### src/rtl/mc_ctrl_pkg.sv
// rtl/mc_ctrl_pkg.sv - shared state encoding and control-field constants for mc_control_fsm
package mc_ctrl_pkg;

  typedef enum logic [3:0] {
    S_FETCH  = 4'd0,
    S_DECODE = 4'd1,
    S_MEMADR = 4'd2,
    S_MEMRD  = 4'd3,
    S_MEMWB  = 4'd4,
    S_MEMWR  = 4'd5,
    S_EXEC   = 4'd6,
    S_ALUWB  = 4'd7,
    S_BRANCH = 4'd8,
    S_ADDIEX = 4'd9,
    S_ADDIWB = 4'd10,
    S_JUMP   = 4'd11,
    S_HALT   = 4'd12,
    S_BNEST  = 4'd13
  } state_e;

  localparam logic [5:0] OP_RTYPE = 6'b000000;
  localparam logic [5:0] OP_LW    = 6'b100011;
  localparam logic [5:0] OP_SW    = 6'b101011;
  localparam logic [5:0] OP_BEQ   = 6'b000100;
  localparam logic [5:0] OP_BNE   = 6'b000101;
  localparam logic [5:0] OP_ADDI  = 6'b001000;
  localparam logic [5:0] OP_J     = 6'b000010;

  localparam logic [1:0] ALUOP_ADD   = 2'b00;
  localparam logic [1:0] ALUOP_SUB   = 2'b01;
  localparam logic [1:0] ALUOP_FUNCT = 2'b10;
  localparam logic [1:0] ALUOP_ADDI  = 2'b11;

  localparam logic [1:0] SRCB_B       = 2'b00;
  localparam logic [1:0] SRCB_FOUR    = 2'b01;
  localparam logic [1:0] SRCB_IMM     = 2'b10;
  localparam logic [1:0] SRCB_IMM_SH2 = 2'b11;

  localparam logic [1:0] PCSRC_ALU    = 2'b00;
  localparam logic [1:0] PCSRC_ALUOUT = 2'b01;
  localparam logic [1:0] PCSRC_JUMP   = 2'b10;

endpackage

### src/rtl/mc_control_fsm.sv
// rtl/mc_control_fsm.sv - multi-cycle MIPS control FSM with memory wait timeout and illegal-opcode trap
// Optional bne support via BNE_EN (adds state BNEST and port pc_write_cond_ne).
import mc_ctrl_pkg::*;

module mc_control_fsm #(
  parameter int OPCODE_W    = 6,
  parameter int ALUOP_W     = 2,
  parameter int MEM_TIMEOUT = 15
) (
  input  logic                clk,
  input  logic                rst_n,
  input  logic [OPCODE_W-1:0] opcode,
  input  logic                mem_ready,
  output logic                pc_write,
  output logic                pc_write_cond,
`ifdef BNE_EN
  output logic                pc_write_cond_ne,
`endif
  output logic                i_or_d,
  output logic                mem_read,
  output logic                mem_write,
  output logic                ir_write,
  output logic                reg_dst,
  output logic                mem_to_reg,
  output logic                reg_write,
  output logic                alu_src_a,
  output logic [1:0]          alu_src_b,
  output logic [ALUOP_W-1:0]  alu_op,
  output logic [1:0]          pc_source,
  output logic                instr_done,
  output logic                fault,
  output logic [3:0]          state
);

  localparam int CNT_W = (MEM_TIMEOUT > 0) ? $clog2(MEM_TIMEOUT + 1) : 1;
  localparam logic [CNT_W-1:0] TO_LIMIT = CNT_W'((MEM_TIMEOUT > 0) ? MEM_TIMEOUT - 1 : 0);
  localparam logic [CNT_W-1:0] CNT_SAT  = {CNT_W{1'b1}};

  state_e           state_q, state_d;
  logic [CNT_W-1:0] cnt_q, cnt_d;
  logic             wait_st;

  always_ff @(posedge clk or negedge rst_n) begin
    if (!rst_n) begin
      state_q <= S_FETCH;
      cnt_q   <= '0;
    end else begin
      state_q <= state_d;
      cnt_q   <= cnt_d;
    end
  end

  always_comb begin
    state_d       = state_q;
    wait_st       = 1'b0;
    pc_write      = 1'b0;
    pc_write_cond = 1'b0;
`ifdef BNE_EN
    pc_write_cond_ne = 1'b0;
`endif
    i_or_d        = 1'b0;
    mem_read      = 1'b0;
    mem_write     = 1'b0;
    ir_write      = 1'b0;
    reg_dst       = 1'b0;
    mem_to_reg    = 1'b0;
    reg_write     = 1'b0;
    alu_src_a     = 1'b0;
    alu_src_b     = SRCB_B;
    alu_op        = ALUOP_W'(ALUOP_ADD);
    pc_source     = PCSRC_ALU;
    instr_done    = 1'b0;
    fault         = 1'b0;

    case (state_q)
      S_FETCH: begin
        wait_st   = 1'b1;
        mem_read  = 1'b1;
        alu_src_b = SRCB_FOUR;
        ir_write  = mem_ready;
        pc_write  = mem_ready;
        if (mem_ready) state_d = S_DECODE;
      end
      S_DECODE: begin
        alu_src_b = SRCB_IMM_SH2;
        case (opcode)
          OP_LW, OP_SW: state_d = S_MEMADR;
          OP_RTYPE:     state_d = S_EXEC;
          OP_BEQ:       state_d = S_BRANCH;
          OP_ADDI:      state_d = S_ADDIEX;
          OP_J:         state_d = S_JUMP;
`ifdef BNE_EN
          OP_BNE:       state_d = S_BNEST;
`endif
          default:      state_d = S_HALT;
        endcase
      end
      S_MEMADR: begin
        alu_src_a = 1'b1;
        alu_src_b = SRCB_IMM;
        // IR still holds the opcode, so lw/sw can be split here
        if (opcode == OP_LW)      state_d = S_MEMRD;
        else if (opcode == OP_SW) state_d = S_MEMWR;
        else                      state_d = S_HALT;
      end
      S_MEMRD: begin
        wait_st  = 1'b1;
        i_or_d   = 1'b1;
        mem_read = 1'b1;
        if (mem_ready) state_d = S_MEMWB;
      end
      S_MEMWB: begin
        reg_write  = 1'b1;
        mem_to_reg = 1'b1;
        instr_done = 1'b1;
        state_d    = S_FETCH;
      end
      S_MEMWR: begin
        wait_st    = 1'b1;
        i_or_d     = 1'b1;
        mem_write  = 1'b1;
        instr_done = mem_ready;
        if (mem_ready) state_d = S_FETCH;
      end
      S_EXEC: begin
        alu_src_a = 1'b1;
        alu_op    = ALUOP_W'(ALUOP_FUNCT);
        state_d   = S_ALUWB;
      end
      S_ALUWB: begin
        reg_write  = 1'b1;
        reg_dst    = 1'b1;
        instr_done = 1'b1;
        state_d    = S_FETCH;
      end
      S_BRANCH: begin
        alu_src_a     = 1'b1;
        alu_op        = ALUOP_W'(ALUOP_SUB);
        pc_write_cond = 1'b1;
        pc_source     = PCSRC_ALUOUT;
        instr_done    = 1'b1;
        state_d       = S_FETCH;
      end
`ifdef BNE_EN
      S_BNEST: begin
        alu_src_a        = 1'b1;
        alu_op           = ALUOP_W'(ALUOP_SUB);
        pc_write_cond    = 1'b1;
        pc_write_cond_ne = 1'b1;
        pc_source        = PCSRC_ALUOUT;
        instr_done       = 1'b1;
        state_d          = S_FETCH;
      end
`endif
      S_ADDIEX: begin
        alu_src_a = 1'b1;
        alu_src_b = SRCB_IMM;
        alu_op    = ALUOP_W'(ALUOP_ADDI);
        state_d   = S_ADDIWB;
      end
      S_ADDIWB: begin
        reg_write  = 1'b1;
        instr_done = 1'b1;
        state_d    = S_FETCH;
      end
      S_JUMP: begin
        pc_write   = 1'b1;
        pc_source  = PCSRC_JUMP;
        instr_done = 1'b1;
        state_d    = S_FETCH;
      end
      default: begin
        fault   = 1'b1;
        state_d = S_HALT;
      end
    endcase

    // A ready on the final allowed cycle still completes the access
    if ((MEM_TIMEOUT > 0) && wait_st && !mem_ready && (cnt_q == TO_LIMIT))
      state_d = S_HALT;

    if (mem_ready || !wait_st || (state_d != state_q)) cnt_d = '0;
    else if (cnt_q != CNT_SAT)                         cnt_d = cnt_q + 1'b1;
    else                                               cnt_d = cnt_q;
  end

  assign state = state_q;

endmodule
### config.mk
export PLATFORM = sky130hd
export DESIGN_NAME = mc_control_fsm
export DESIGN_NICKNAME = d
export VERILOG_FILES = /design/src/rtl/mc_ctrl_pkg.sv /design/src/rtl/mc_control_fsm.sv
export SDC_FILE = /design/constraint.sdc
export NUM_CORES = 1
export LEC_CHECK = 0
export CORE_ASPECT_RATIO = 1.2
export CORE_MARGIN = 3
export CORE_UTILIZATION = 42
export DETAILED_ROUTE_END_ITERATION = 16
export GPL_ROUTABILITY_DRIVEN = 0
export PLACE_DENSITY = 0.78
export SLEW_MARGIN = 0
export SYNTH_ARGS = -nofsm -noshare
export SYNTH_HDL_FRONTEND = slang
export SYNTH_SLANG_ARGS = --single-unit
### constraint.sdc
create_clock -name clk -period 2 [get_ports clk]
set_input_delay 0.5 -clock clk [delete_from_list [all_inputs] [get_ports clk]]
set_output_delay 0.5 -clock clk [all_outputs]
set_load 0.05 [all_outputs]
==> impl_metrics.toml, run 1 <==
[yosys]
synth_edf_count = 0
postSynthCellCount = 99
syn_area_sq_um = 778
yosysWarnings = 0
synthTopCellsByArea = "dfrtp_1 26%, nor3_1 7.7%, nor2_1 5.3%"
ys_ff_latch = 8
synthDistinctLibCells = 36
yosysMostFrequentCell = "nor3_1"
async_flop_share = 1.00
syn_nets = 110
syn_area_per_cell_sq_um = 7.86
synth_top_area_cell = "dfrtp_1"
synth_common_cells = "12 x nor3_1, 11 x nor2_1, 8 x dfrtp_1"
synthFlopType = "dfrtp_1"
synth.yosys.seq_area_share = 0.257
synth_top_area_frac = 0.257

[outcome]
stop_error = "[ERROR DPL-0033] detailed placement checks failed during check placement."
lastStage = "detailed placement"
status = "aborted with a tool error"

[place]
dp_hpwl_microns = 2260
portBuffers = 30

[die]
start_util = 0.463
die_h_microns = 53.2
core.rowCount = 16
pin_count = 31
die_w_microns = 45.3
## cell families after synthesis
logic type / Yosys count / share of synthesized area
simple gates: 55 / 0.404
buf+inv: 9 / 0.0546
mux: 1 / 0.0145
compound gates: 20 / 0.193
xor+xnor: 4 / 0.0450
fa+ha+maj: 2 / 0.0321
flops: 8 / 0.257
## stage by stage
stage             TNS [ns]  cell area (sq um)  hold slack [ns]  cells  setup slack [ns]
floorplan            -1.42                946            0.204     99            -0.444
global placement     -1.81               1550            0.506    160            -0.361
==> inputs of run 2 (changes only) <==
Settings changed: CORE_AREA set to 3 3 64 66, CORE_ASPECT_RATIO 1.2 to not set, CORE_MARGIN 3 to not set, CORE_UTILIZATION 42 to not set, DIE_AREA set to 0 0 67 69, PLACE_DENSITY 0.78 to not set, PLACE_DENSITY_LB_ADDON set to 0.15.
==> run 2 against run 1 <==
The flow now finishes, with violations (negative setup slack). Synthesized cell count stayed put. Synthesized area unchanged.
==> impl_metrics.toml, run 2 <==
[yosys]
yosysMostFrequentCell = "nor3_1"
syn_nets = 110
synth_common_cells = "12 x nor3_1, 11 x nor2_1, 8 x dfrtp_1"
syn_area_sq_um = 778
yosysWarnings = 0
synth_edf_count = 0
synthFlopType = "dfrtp_1"
async_flop_share = 1.00
synth_top_area_frac = 0.257
synth.yosys.seq_area_share = 0.257
synthDistinctLibCells = 36
ys_ff_latch = 8
syn_area_per_cell_sq_um = 7.86
synthTopCellsByArea = "dfrtp_1 26%, nor3_1 7.7%, nor2_1 5.3%"
postSynthCellCount = 99
synth_top_area_cell = "dfrtp_1"

[cells_and_area]
antenna_cells = 0
areaGrowthSynthToFinish_pct = 136
drive_gt1_frac = 0.608
fin_area_sq_um = 1840
fillers = 345
final_cell_mix = "24 x buf_4, 23 x buf_12, 7 x nor2_1"
final_common_cell = "buf_4"
num-nets-final = 170

[route]
vias = 992
wire_per_inst_microns = 13.5
ant_nets = 0
viasPerCell = 4.82
wl_microns = 2770
drc = 0
drt-pass1-iter-count = 4
drt_iter0_markers = 57

[job]
drv_cap = 0

[worst_setup_path]
crit_end = "pc_write"
crit_chain = "buf_12 -> buf_4 -> nand2_4 -> nor2_4 -> or2_4 -> buf_12"
end_kind = "primary output"
start_kind = "register"
worstSetupPathDepth = 6
crit_top_cell = "buf_12"
path_delay_family = "buffers and inverters"
slowest_delay_ns = 0.44
cp.required_ns = 1.50
reg2reg_depth = 6
reg2reg_to = "cnt_q[3]"
crit_arrival_ns = 1.52
path_max_fanout = 5
regToRegSetupSlack_ns = 0.05
cp_num_buf_inv = 3
cp_slowest_cell = "dfrtp_2"
critical_path_class = "reg2out"
reg2reg_from = "state[1]"
crit_start = "state[1]"

[timing]
finalCritPeriodShare = 1.01
setup_ws_ns = -0.0207
skew_ns = 0.00206
finalHoldViolCount = 0
max_slew.worst_pin.slew_ns = 0.383
setup_tns_ns = -0.0207
period_needed_ns = 2.02
holdWs_ns = 0.535
slew_violations = 0
rsz0062_at_grt = "true"
max-slew-margin-rel = 0.744
finalSetupViolations = 1
max_freq_mhz = 495

[clocking]
cts-root-buf = "clkbuf_8"
numClockSinks = 8
cts_tree = "done"
clock_latency_ns = 0.23
htreeDepth = 1
cts-hold-fix-buffers = 0
cts_inserted_buffers = 3
path_clk_slew_ns = 0.04
cts.path.max_buffers = 2

[place]
portBuffers = 30
dp_hpwl_microns = 2050
dpl_worst_slack_ns = -0.415
postPlaceCellArea_sq_um = 1610

[power_and_ir_drop]
p_leak_nw = 0.718
vdd_drop_max_v = 0.000342
power_mw = 0.416
p_per_area_nw_per_um2 = 227

[global_route]
grt_pass1_vias = 962
gr-total-overflow = 0
grt_pass1_wl_microns = 4670
grt_use_total = 0.128
grt_max_degree = 18
antenna_found_initial = 0

[die]
start_util = 0.214
core.rowCount = 22
coreArea_sq_um = 3630
die_h_microns = 69
pin_count = 31
die_area_sq_um = 4620
die_w_microns = 67

[min_path]
worstHoldPathType = "reg2reg"
min_path_cells = 1

[outcome]
violations = "negative setup slack"
status = "complete, but fails checks"
-- run 2: cell families after synthesis --
family	after synthesis	synth area share
adder cells (fa/ha/maj)	2	0.0321
AO/OA/AOI/OAI	20	0.193
AND/OR/NAND/NOR	55	0.404
XOR/XNOR	4	0.0450
flip-flops	8	0.257
buffers and inverters	9	0.0546
multiplexers	1	0.0145
-- run 2: worst min path at each step --
| stage | startpoint | endpoint | slack, ns |
|---|---|---|---|
| 2_1_floorplan | rst_n | cnt_q[0] | 0.20 |
| 3_3_place_gp | cnt_q[3] | cnt_q[3] | 0.51 |
| 3_5_place_dp | cnt_q[3] | cnt_q[3] | 0.53 |
| 4_1_cts | cnt_q[3] | cnt_q[3] | 0.53 |
| 5_1_grt | cnt_q[3] | cnt_q[3] | 0.56 |
| 6_report | cnt_q[3] | cnt_q[3] | 0.53 |
-- run 2: metrics by stage --
stage,instances,utilization
after floorplan,99,-
after global placement,192,0.444
after detailed placement,192,0.444
after CTS,204,0.488
after global routing,206,0.505
final,206,0.505
-- run 2: layer usage --
metal	vias to the layer above	GRT usage	wire length, microns
li1	493	-	-
met4	0	0.0473	31
met3	4	0.00489	86
met2	28	0.202	1360
met5	-	0	0
met1	467	0.183	1300
-- run 2: worst reg2reg max path: cells and delay by family (launching register included) --
family,cells,cell delay [ns]
DFF,1,0.44
and+or+nand+nor,2,0.68
muxes,1,0.28
buffers and inverters,2,0.28
AOI/OAI and AO/OA,1,0.18
-- run 2: power breakdown --
group          internal (mW)  total [mW]  leakage (nW)  switching [mW]
Clock                  0.138       0.205        0.0228          0.0666
Combinational         0.0253      0.0487         0.598          0.0234
Sequential             0.162       0.162        0.0974               0
Total                  0.326       0.416         0.718          0.0899
-- run 2: repair_timing --
action / CTS / global route
buffers inserted: 8 / 2
resized for setup: 16 / 10
pin swaps: 11 / 5
endpoints found under the setup margin: 5 / 16
-- run 2: area by class of cell --
type | count | area (sq um) | area share
multi-input cells | 82 | 738 | 0.402
repair buffers | 60 | 772 | 0.421
flip-flops and latches | 8 | 205 | 0.112
well taps | 48 | 60.1 | 0.0327
clock buffers | 4 | 45.0 | 0.0245
inverters | 4 | 15.0 | 0.00818
Note: power is estimated with default switching activity, not from simulation.
==> inputs of run 3 (changes only) <==
Settings changed: SKIP_LAST_GASP set to 1.
==> run 3 against run 2 <==
The flow still finishes with violations (negative setup slack). Final area barely moved. Power fell by 0.70%. Critical path type unchanged. Combinational power hardly changed. Global-route usage is 0.13 points higher. Flip-flop and latch count unchanged. Die area unchanged. Clock power about the same. Critical path depth decreased by 2. Clock skew rose by 0.0024 ns.
==> impl_metrics.toml, run 3 (synthesized netlist as in run 2, its figures left out) <==
[die]
core.rowCount = 22
coreArea_sq_um = 3630
pin_count = 31
die_w_microns = 67
die_h_microns = 69
die_area_sq_um = 4620
start_util = 0.214

[worst_setup_path]
start_kind = "register"
crit_start = "state[0]"
path_max_fanout = 7
slowest_delay_ns = 0.46
regToRegSetupSlack_ns = 0.06
crit_arrival_ns = 1.52
cp.required_ns = 1.50
reg2reg_from = "state[1]"
end_kind = "primary output"
reg2reg_to = "cnt_q[1]"
crit_end = "pc_write"
cp_slowest_cell = "dfrtp_2"
reg2reg_depth = 6
crit_chain = "or3b_4 -> nor3_4 -> or2_4 -> buf_12"
critical_path_class = "reg2out"

[cells_and_area]
antenna_cells = 0
final_common_cell = "buf_4"
final_cell_mix = "25 x buf_4, 23 x buf_12, 7 x nor2_1"
areaGrowthSynthToFinish_pct = 136
final_cells = 206
num-nets-final = 170
drive_gt1_frac = 0.601

[clocking]
htreeDepth = 1
numClockSinks = 8
cts_tree = "done"
clock_latency_ns = 0.23
path_clk_slew_ns = 0.04
cts_inserted_buffers = 3
cts.path.max_buffers = 2
cts-root-buf = "clkbuf_8"

[route]
drt_iter0_markers = 31
wl_microns = 2830
viasPerCell = 4.77
vias = 982
ant_nets = 0
drc = 0
drt-pass1-iter-count = 4
wire_per_inst_microns = 13.8

[place]
dp_hpwl_microns = 2050
post-place-cells = 192
portBuffers = 30

[min_path]
worstHoldPathType = "reg2reg"

[timing]
finalCritPeriodShare = 1.01
max-slew-margin-rel = 0.745
max_freq_mhz = 495
finalSetupViolations = 3
setup_ws_ns = -0.0213
period_needed_ns = 2.02
finalHoldViolCount = 0
skew_ns = 0.00442
rsz0062_at_grt = "true"
max_slew.worst_pin.slew_ns = 0.381
slew_violations = 0

[global_route]
grt_use_total = 0.130
grt_pass1_vias = 978
gr-total-overflow = 0
antenna_found_initial = 0
grt_max_degree = 18
grt_pass1_wl_microns = 4710

[power_and_ir_drop]
power_mw = 0.413
p_per_area_nw_per_um2 = 225
vdd_drop_max_v = 0.000341
p_leak_nw = 0.720

[outcome]
status = "complete, but fails checks"
violations = "negative setup slack"

[job]
drv_cap = 0
## run 3: area by class of cell
class | count | area, sq um
fillers | 346 | 1800
repair buffers | 60 | 772
multi-input cells | 82 | 737
flip-flops and latches | 8 | 205
well taps | 48 | 60.1
clock buffers | 4 | 45.0
inverters | 4 | 15.0
## run 3: worst min-delay path by stage
stage	startpoint	to	depth (start not counted)
after detailed placement	cnt_q[3]	cnt_q[3]	1
after global routing	cnt_q[3]	cnt_q[3]	1
after floorplan	rst_n	cnt_q[0]	0
after CTS	cnt_q[3]	cnt_q[3]	1
after global placement	cnt_q[3]	cnt_q[3]	1
final	cnt_q[3]	cnt_q[3]	1
## run 3: repair_timing
item,in CTS,in global routing
hold buffers,0,0
buffers inserted,8,2
pin swaps,8,6
setup endpoints to repair,5,16
resized for setup,13,13
gates cloned,0,0
## run 3: worst max-delay path: cells and delay by family (launching register included)
family	cells	cell delay, ns
AND/OR/NAND/NOR	3	0.70
flip-flops	1	0.46
buffers and inverters	1	0.12
## run 3: power breakdown
part / switching [mW] / internal [mW]
registers: 0 / 0.163
logic: 0.0235 / 0.0253
clock network: 0.0637 / 0.138
## run 3: per-stage QoR
step	util	TNS [ns]	setup WS (ns)	instance area [sq um]	hold slack, ns
after global routing	0.505	-0.424	-0.0671	1830	0.566
final	0.505	-0.0272	-0.0213	1830	0.541
after floorplan	-	-1.42	-0.444	946	0.204
after detailed placement	0.444	-2.06	-0.415	1610	0.528
after CTS	0.484	-0.116	-0.0607	1760	0.531
after global placement	0.444	-1.90	-0.378	1610	0.515
## run 3: per-layer routing
metal | share of wire | GRT usage
met5 | 0 | 0
met4 | 0.011 | 0.0473
met3 | 0.043 | 0.00489
met2 | 0.48 | 0.205
met1 | 0.46 | 0.184
==> inputs of run 4 (changes only) <==
Settings changed: SLEW_MARGIN 0 to 15.
==> results of run 4 <==
No change in the layout: final DEF, timing and power equal those of run 3.
